$ cat src/rtl/wbcsr_bridge_pkg.sv
// Shared CSR-bus definitions: bridge state encoding and default CSR address width.
package wbcsr_bridge_pkg;

  localparam int CSR_AW_DEFAULT = 14;

  typedef enum logic [1:0] {
    ST_IDLE  = 2'd0,
    ST_WRITE = 2'd1,
    ST_READ  = 2'd2,
    ST_ACK   = 2'd3
  } state_e;

endpackage

$ cat src/rtl/wbcsr_bridge.sv
// Wishbone slave to single-cycle CSR bus bridge: write acks in cycle 2, read acks in cycle READ_WAIT+1.
// One access in flight; no accept during ACK, so the master sees backpressure until the cycle after ack.
module wbcsr_bridge
  import wbcsr_bridge_pkg::*;
#(
  parameter int CSR_AW    = CSR_AW_DEFAULT,
  parameter int READ_WAIT = 2
) (
  input  logic              sys_clk,
  input  logic              sys_rst,
  input  logic [31:0]       wb_adr_i,
  input  logic [31:0]       wb_dat_i,
  output logic [31:0]       wb_dat_o,
  input  logic              wb_we_i,
  input  logic              wb_cyc_i,
  input  logic              wb_stb_i,
  output logic              wb_ack_o,
  output logic [CSR_AW-1:0] csr_a,
  output logic              csr_we,
  output logic [31:0]       csr_do,
  input  logic [31:0]       csr_di
);

  if (READ_WAIT < 1 || READ_WAIT > 7) begin : g_bad_read_wait
    $error("READ_WAIT must be within 1..7");
  end

  state_e            state_q, state_d;
  logic [2:0]        cnt_q, cnt_d;
  logic              ack_q, ack_d;
  logic              we_q, we_d;
  logic [CSR_AW-1:0] csr_a_q, csr_a_d;
  logic [31:0]       csr_do_q, csr_do_d;
  logic [31:0]       dat_q, dat_d;
  logic              req;

  // Byte-lane and out-of-window address bits are intentionally ignored.
  logic unused_adr;
  assign unused_adr = ^{wb_adr_i[31:CSR_AW+2], wb_adr_i[1:0]};

  // The matrix decodes cyc only; stb may belong to another slave's cycle.
  assign req = wb_cyc_i & wb_stb_i;

  always_comb begin
    state_d  = state_q;
    cnt_d    = cnt_q;
    ack_d    = 1'b0;
    we_d     = 1'b0;
    csr_a_d  = csr_a_q;
    csr_do_d = csr_do_q;
    dat_d    = dat_q;
    case (state_q)
      ST_IDLE: begin
        if (req) begin
          csr_a_d  = wb_adr_i[CSR_AW+1:2];
          csr_do_d = wb_dat_i;
          if (wb_we_i) begin
            state_d = ST_WRITE;
            we_d    = 1'b1;
          end else begin
            state_d = ST_READ;
            cnt_d   = 3'(READ_WAIT);
          end
        end
      end
      ST_WRITE: begin
        // The strobe already went out; an abandoned cycle just loses its ack.
        ack_d   = wb_cyc_i;
        state_d = wb_cyc_i ? ST_ACK : ST_IDLE;
      end
      ST_READ: begin
        if (!wb_cyc_i) begin
          state_d = ST_IDLE;
        end else if (cnt_q == 3'd1) begin
          dat_d   = csr_di;
          ack_d   = 1'b1;
          state_d = ST_ACK;
        end else begin
          cnt_d = cnt_q - 3'd1;
        end
      end
      ST_ACK: begin
        state_d = ST_IDLE;
      end
      default: begin
        state_d = ST_IDLE;
      end
    endcase
  end

  always_ff @(posedge sys_clk) begin
    if (sys_rst) begin
      state_q  <= ST_IDLE;
      cnt_q    <= 3'd0;
      ack_q    <= 1'b0;
      we_q     <= 1'b0;
      csr_a_q  <= '0;
      csr_do_q <= 32'd0;
      dat_q    <= 32'd0;
    end else begin
      state_q  <= state_d;
      cnt_q    <= cnt_d;
      ack_q    <= ack_d;
      we_q     <= we_d;
      csr_a_q  <= csr_a_d;
      csr_do_q <= csr_do_d;
      dat_q    <= dat_d;
    end
  end

  assign wb_ack_o = ack_q;
  assign wb_dat_o = dat_q;
  assign csr_we   = we_q;
  assign csr_a    = csr_a_q;
  assign csr_do   = csr_do_q;

endmodule

$ cat config.mk
export PLATFORM = sky130hd
export DESIGN_NAME = wbcsr_bridge
export DESIGN_NICKNAME = d
export VERILOG_FILES = /design/src/rtl/wbcsr_bridge_pkg.sv /design/src/rtl/wbcsr_bridge.sv
export SDC_FILE = /design/constraint.sdc
export NUM_CORES = 1
export LEC_CHECK = 0
export ABC_AREA = 1
export CAP_MARGIN = 20
export CORE_MARGIN = 3
export CORE_UTILIZATION = 42
export DETAILED_ROUTE_END_ITERATION = 8
export PLACE_DENSITY = 0.95
export SETUP_SLACK_MARGIN = 0.02
export SYNTH_ARGS = -nofsm -noshare
export SYNTH_HDL_FRONTEND = slang
export SYNTH_SLANG_ARGS = --single-unit
$ cat constraint.sdc
create_clock -name sys_clk -period 2 [get_ports sys_clk]
set_input_delay 0.6 -clock sys_clk [delete_from_list [all_inputs] [get_ports sys_clk]]
set_output_delay 0.6 -clock sys_clk [all_outputs]
set_load 0.02 [all_outputs]
==> run_results.csv <==
group,metric,value,unit
sta,holdWs,448,ps
die,die_area,0.00891,mm^2
cts,cts-hold-fix-buffers,0,
critical_path,critical_path_arrival,1330,ps
global_route,grt-ovfl-total,0,
cts,cts_root_buf,"clkbuf_8",
critical_path,critPathLaunchType,"flop",
logic_synthesis,syn_avg_cell_area,8.13,um^2
critical_path,cp-end-kind,"primary output",
cts,clock-sinks,85,
pwr,p_per_area,958,mW/mm^2
placed_design,gp_congestion,0.691,
sta,skew,8.57,ps
sta,setup_viol_count_final,0,
detailed_routing,routedWlPerCell,13.9,um
detailed_routing,vias_per_cell,4.76,
layout,layout_common_cells,"clkdlybuf4s50_1 (159), dfxtp_1 (85), inv_1 (57), nor2_1 (51)",
status,outcome,"completed",
layout,antennaDiodeCount,0,
sta,hold_viol,0,
cts,clk_pin_slew,90,ps
die,start_util,44.3,%
logic_synthesis,synthCells,404,
placed_design,dp_slack,-119,ps
logic_synthesis,yosysTopAreaCellShare,51.8,%
cts,clk_latency,340,ps
cts,clk_path_buf_depth,2,
logic_synthesis,synth_cell_type_count,23,
pwr,switchingPower,1660,uW
detailed_routing,firstDrtPassIters,4,
critical_path,worstPathCellList,"clkdlybuf4s50_1",
detailed_routing,vias,3166,
sta,worst_pin_slew,431,ps
sta,rsz0062_at_grt,"no",
placed_design,place_inst,649,
critical_path,path_max_fanout,2,
pwr,p_int,3330,uW
detailed_routing,drt_first_iter_violations,106,
critical_path,cp_top_family,"buffers and inverters",
logic_synthesis,yosysTopAreaCell,"dfxtp_1",
die,die_h,94.4,um
placed_design,dp_hpwl,6.93,mm
detailed_routing,ant_nets,0,
global_route,antenna_found_initial,0,
cts,htreeDepth,3,
sta,postLayoutSetupSlackWorst,68.6,ps
sta,final_max_slew_viol_count,0,
logic_synthesis,synth.area.top_cells,"dfxtp_1 (52%), a21oi_1 (7.5%), o21ai_0 (7.5%)",
sta,totalNegativeSetupSlack,0,ps
cts,numCtsBuffers,9,
layout,seq_area,0.00170,mm^2
layout,multiInputGateArea,0.00121,mm^2
die,core_area,0.00741,mm^2
layout,nNetsFinal,668,
global_route,grt_max_degree,63,
global_route,grt_pass1_vias,3189,
cts,cts_tree,"yes",
layout,stdcell_area,0.00520,mm^2
layout,fin_cells,665,
sta,max_freq,518,MHz
detailed_routing,wirelength,9.21,mm
pwr,p_comb_share,33.7,%
pwr,swShare,33.3,%
pwr,seq_power_share,42.1,%
critical_path,path_class,"flop to primary output",
layout,fillers,570,
critical_path,critPathMaxStageDelay,640,ps
die,die_x,94.4,um
critical_path,r2r_slack,400,ps
pwr,peakVddDrop,442,uV
job,cap_violations,0,
logic_synthesis,yosys_warnings,0,
logic_synthesis,synth-edff-count,0,
critical_path,critPathRequiredTime,1400,ps
cts,post-cts-setup-buffers,0,
global_route,grt_pass1_wl,14.3,mm
die,row_count,31,
logic_synthesis,async_reset_ff_share,0,%
placed_design,place_area,0.00500,mm^2
sta,finalCritPeriodShare,96.6,%
logic_synthesis,yosysSeqAreaShare,51.8,%
layout,drive_gt1_share,9.36,%
layout,layout_commonest_cell,"clkdlybuf4s50_1",
sta,slew_headroom,71.3,%
layout,syn_to_final_growth,58.5,%
die,ioPinCount,181,
worst_hold_path,hp-class,"flop to flop",
placed_design,io_buffers,162,
pwr,power.leakage,0.00210,uW
detailed_routing,drc,0,
logic_synthesis,syn_nets,511,
sta,min_period,1930,ps
cts,ctsResizeCount,0,
critical_path,critical_path.slowest_cell,"clkdlybuf4s50_1",
global_route,grt_usage,20.3,%
pwr,pwr-share-clk,24.2,%
logic_synthesis,ys_ff_latch,85,
logic_synthesis,synth_ff_type,"dfxtp_1",
logic_synthesis,syn-cell-area,0.00328,mm^2
critical_path,critical_path_buf_inv_count,1,
-- synthesized netlist by cell type, drive strengths merged, types with 5 or more instances --
cell type and n:
nand3 5, clkbuf 10, dfxtp 85, nor2 72, inv 59, ha 6, o21ai 82, buf 15
nand2 16, a21oi 49
-- state kept, by name, summed over array words and instances, names as in the netlist --
| register | cells |
|---|---|
| wb_dat_o | 32 |
| state_q | 2 |
| wb_ack_o | 1 |
| csr_we | 1 |
| csr_a | 14 |
| cnt_q | 3 |
| csr_do | 32 |
-- worst min-delay path, delay by kind of cell (launching register included) --
kind	cells	cell delay, ps
compound gates	1	50
flops	1	320
buf+inv	1	40
-- final timing paths --
path / depth (start not counted) / from / end
worst min-delay path: 2 / csr_a[11]$_SDFFE_PP0P_ / csr_a[11]$_SDFFE_PP0P_
worst max-delay path: 1 / csr_do[21]$_SDFFE_PP0P_ / csr_do[21]
worst max register to register: 6 / state_q[0]$_SDFFE_PP0P_ / csr_do[27]$_SDFFE_PP0P_
worst min register to register: 2 / csr_a[11]$_SDFFE_PP0P_ / csr_a[11]$_SDFFE_PP0P_
-- metrics by stage --
step           util [%]  power [uW]
3_5_place_dp       67.4        3810
3_3_place_gp       67.4        3720
4_1_cts            70.1        5020
6_report           70.2        4980
2_1_floorplan         -        3010
5_1_grt            70.2        5260
-- kinds of logic after synthesis --
group	after synthesis	share of synthesized area [%]
simple gates	97	14.2
fa+ha+maj	6	2.29
buf+inv	84	11.4
flops	85	51.8
compound gates	132	20.3
-- layer usage --
layer | vias to the layer above | wire length, um | global-route usage [%]
met1 | 1423 | 3520 | 20.4
li1 | 1600 | - | -
met4 | 0 | 177 | 7.94
met3 | 15 | 934 | 7.81
met5 | - | 0 | 0
met2 | 128 | 4580 | 37.5
-- layout make-up --
cell class | instances | share of cell area [%]
Multi-Input combinational cell | 235 | 23.2
Clock buffer | 9 | 2.38
Timing Repair Buffer | 171 | 33.6
Tap cell | 99 | 2.38
Inverter | 59 | 4.30
Clock inverter | 7 | 1.47
Sequential cell | 85 | 32.7
-- power by group through the flow --
stage / logic, uW / registers (uW) / clock network (uW)
6_report: 1680 / 2100 / 1210
3_3_place_gp: 1610 / 2110 / 0
4_1_cts: 1690 / 2100 / 1240
5_1_grt: 1810 / 2120 / 1320
2_1_floorplan: 610 / 2400 / 0
3_5_place_dp: 1680 / 2140 / 0
(Power assumes the default switching activity.)
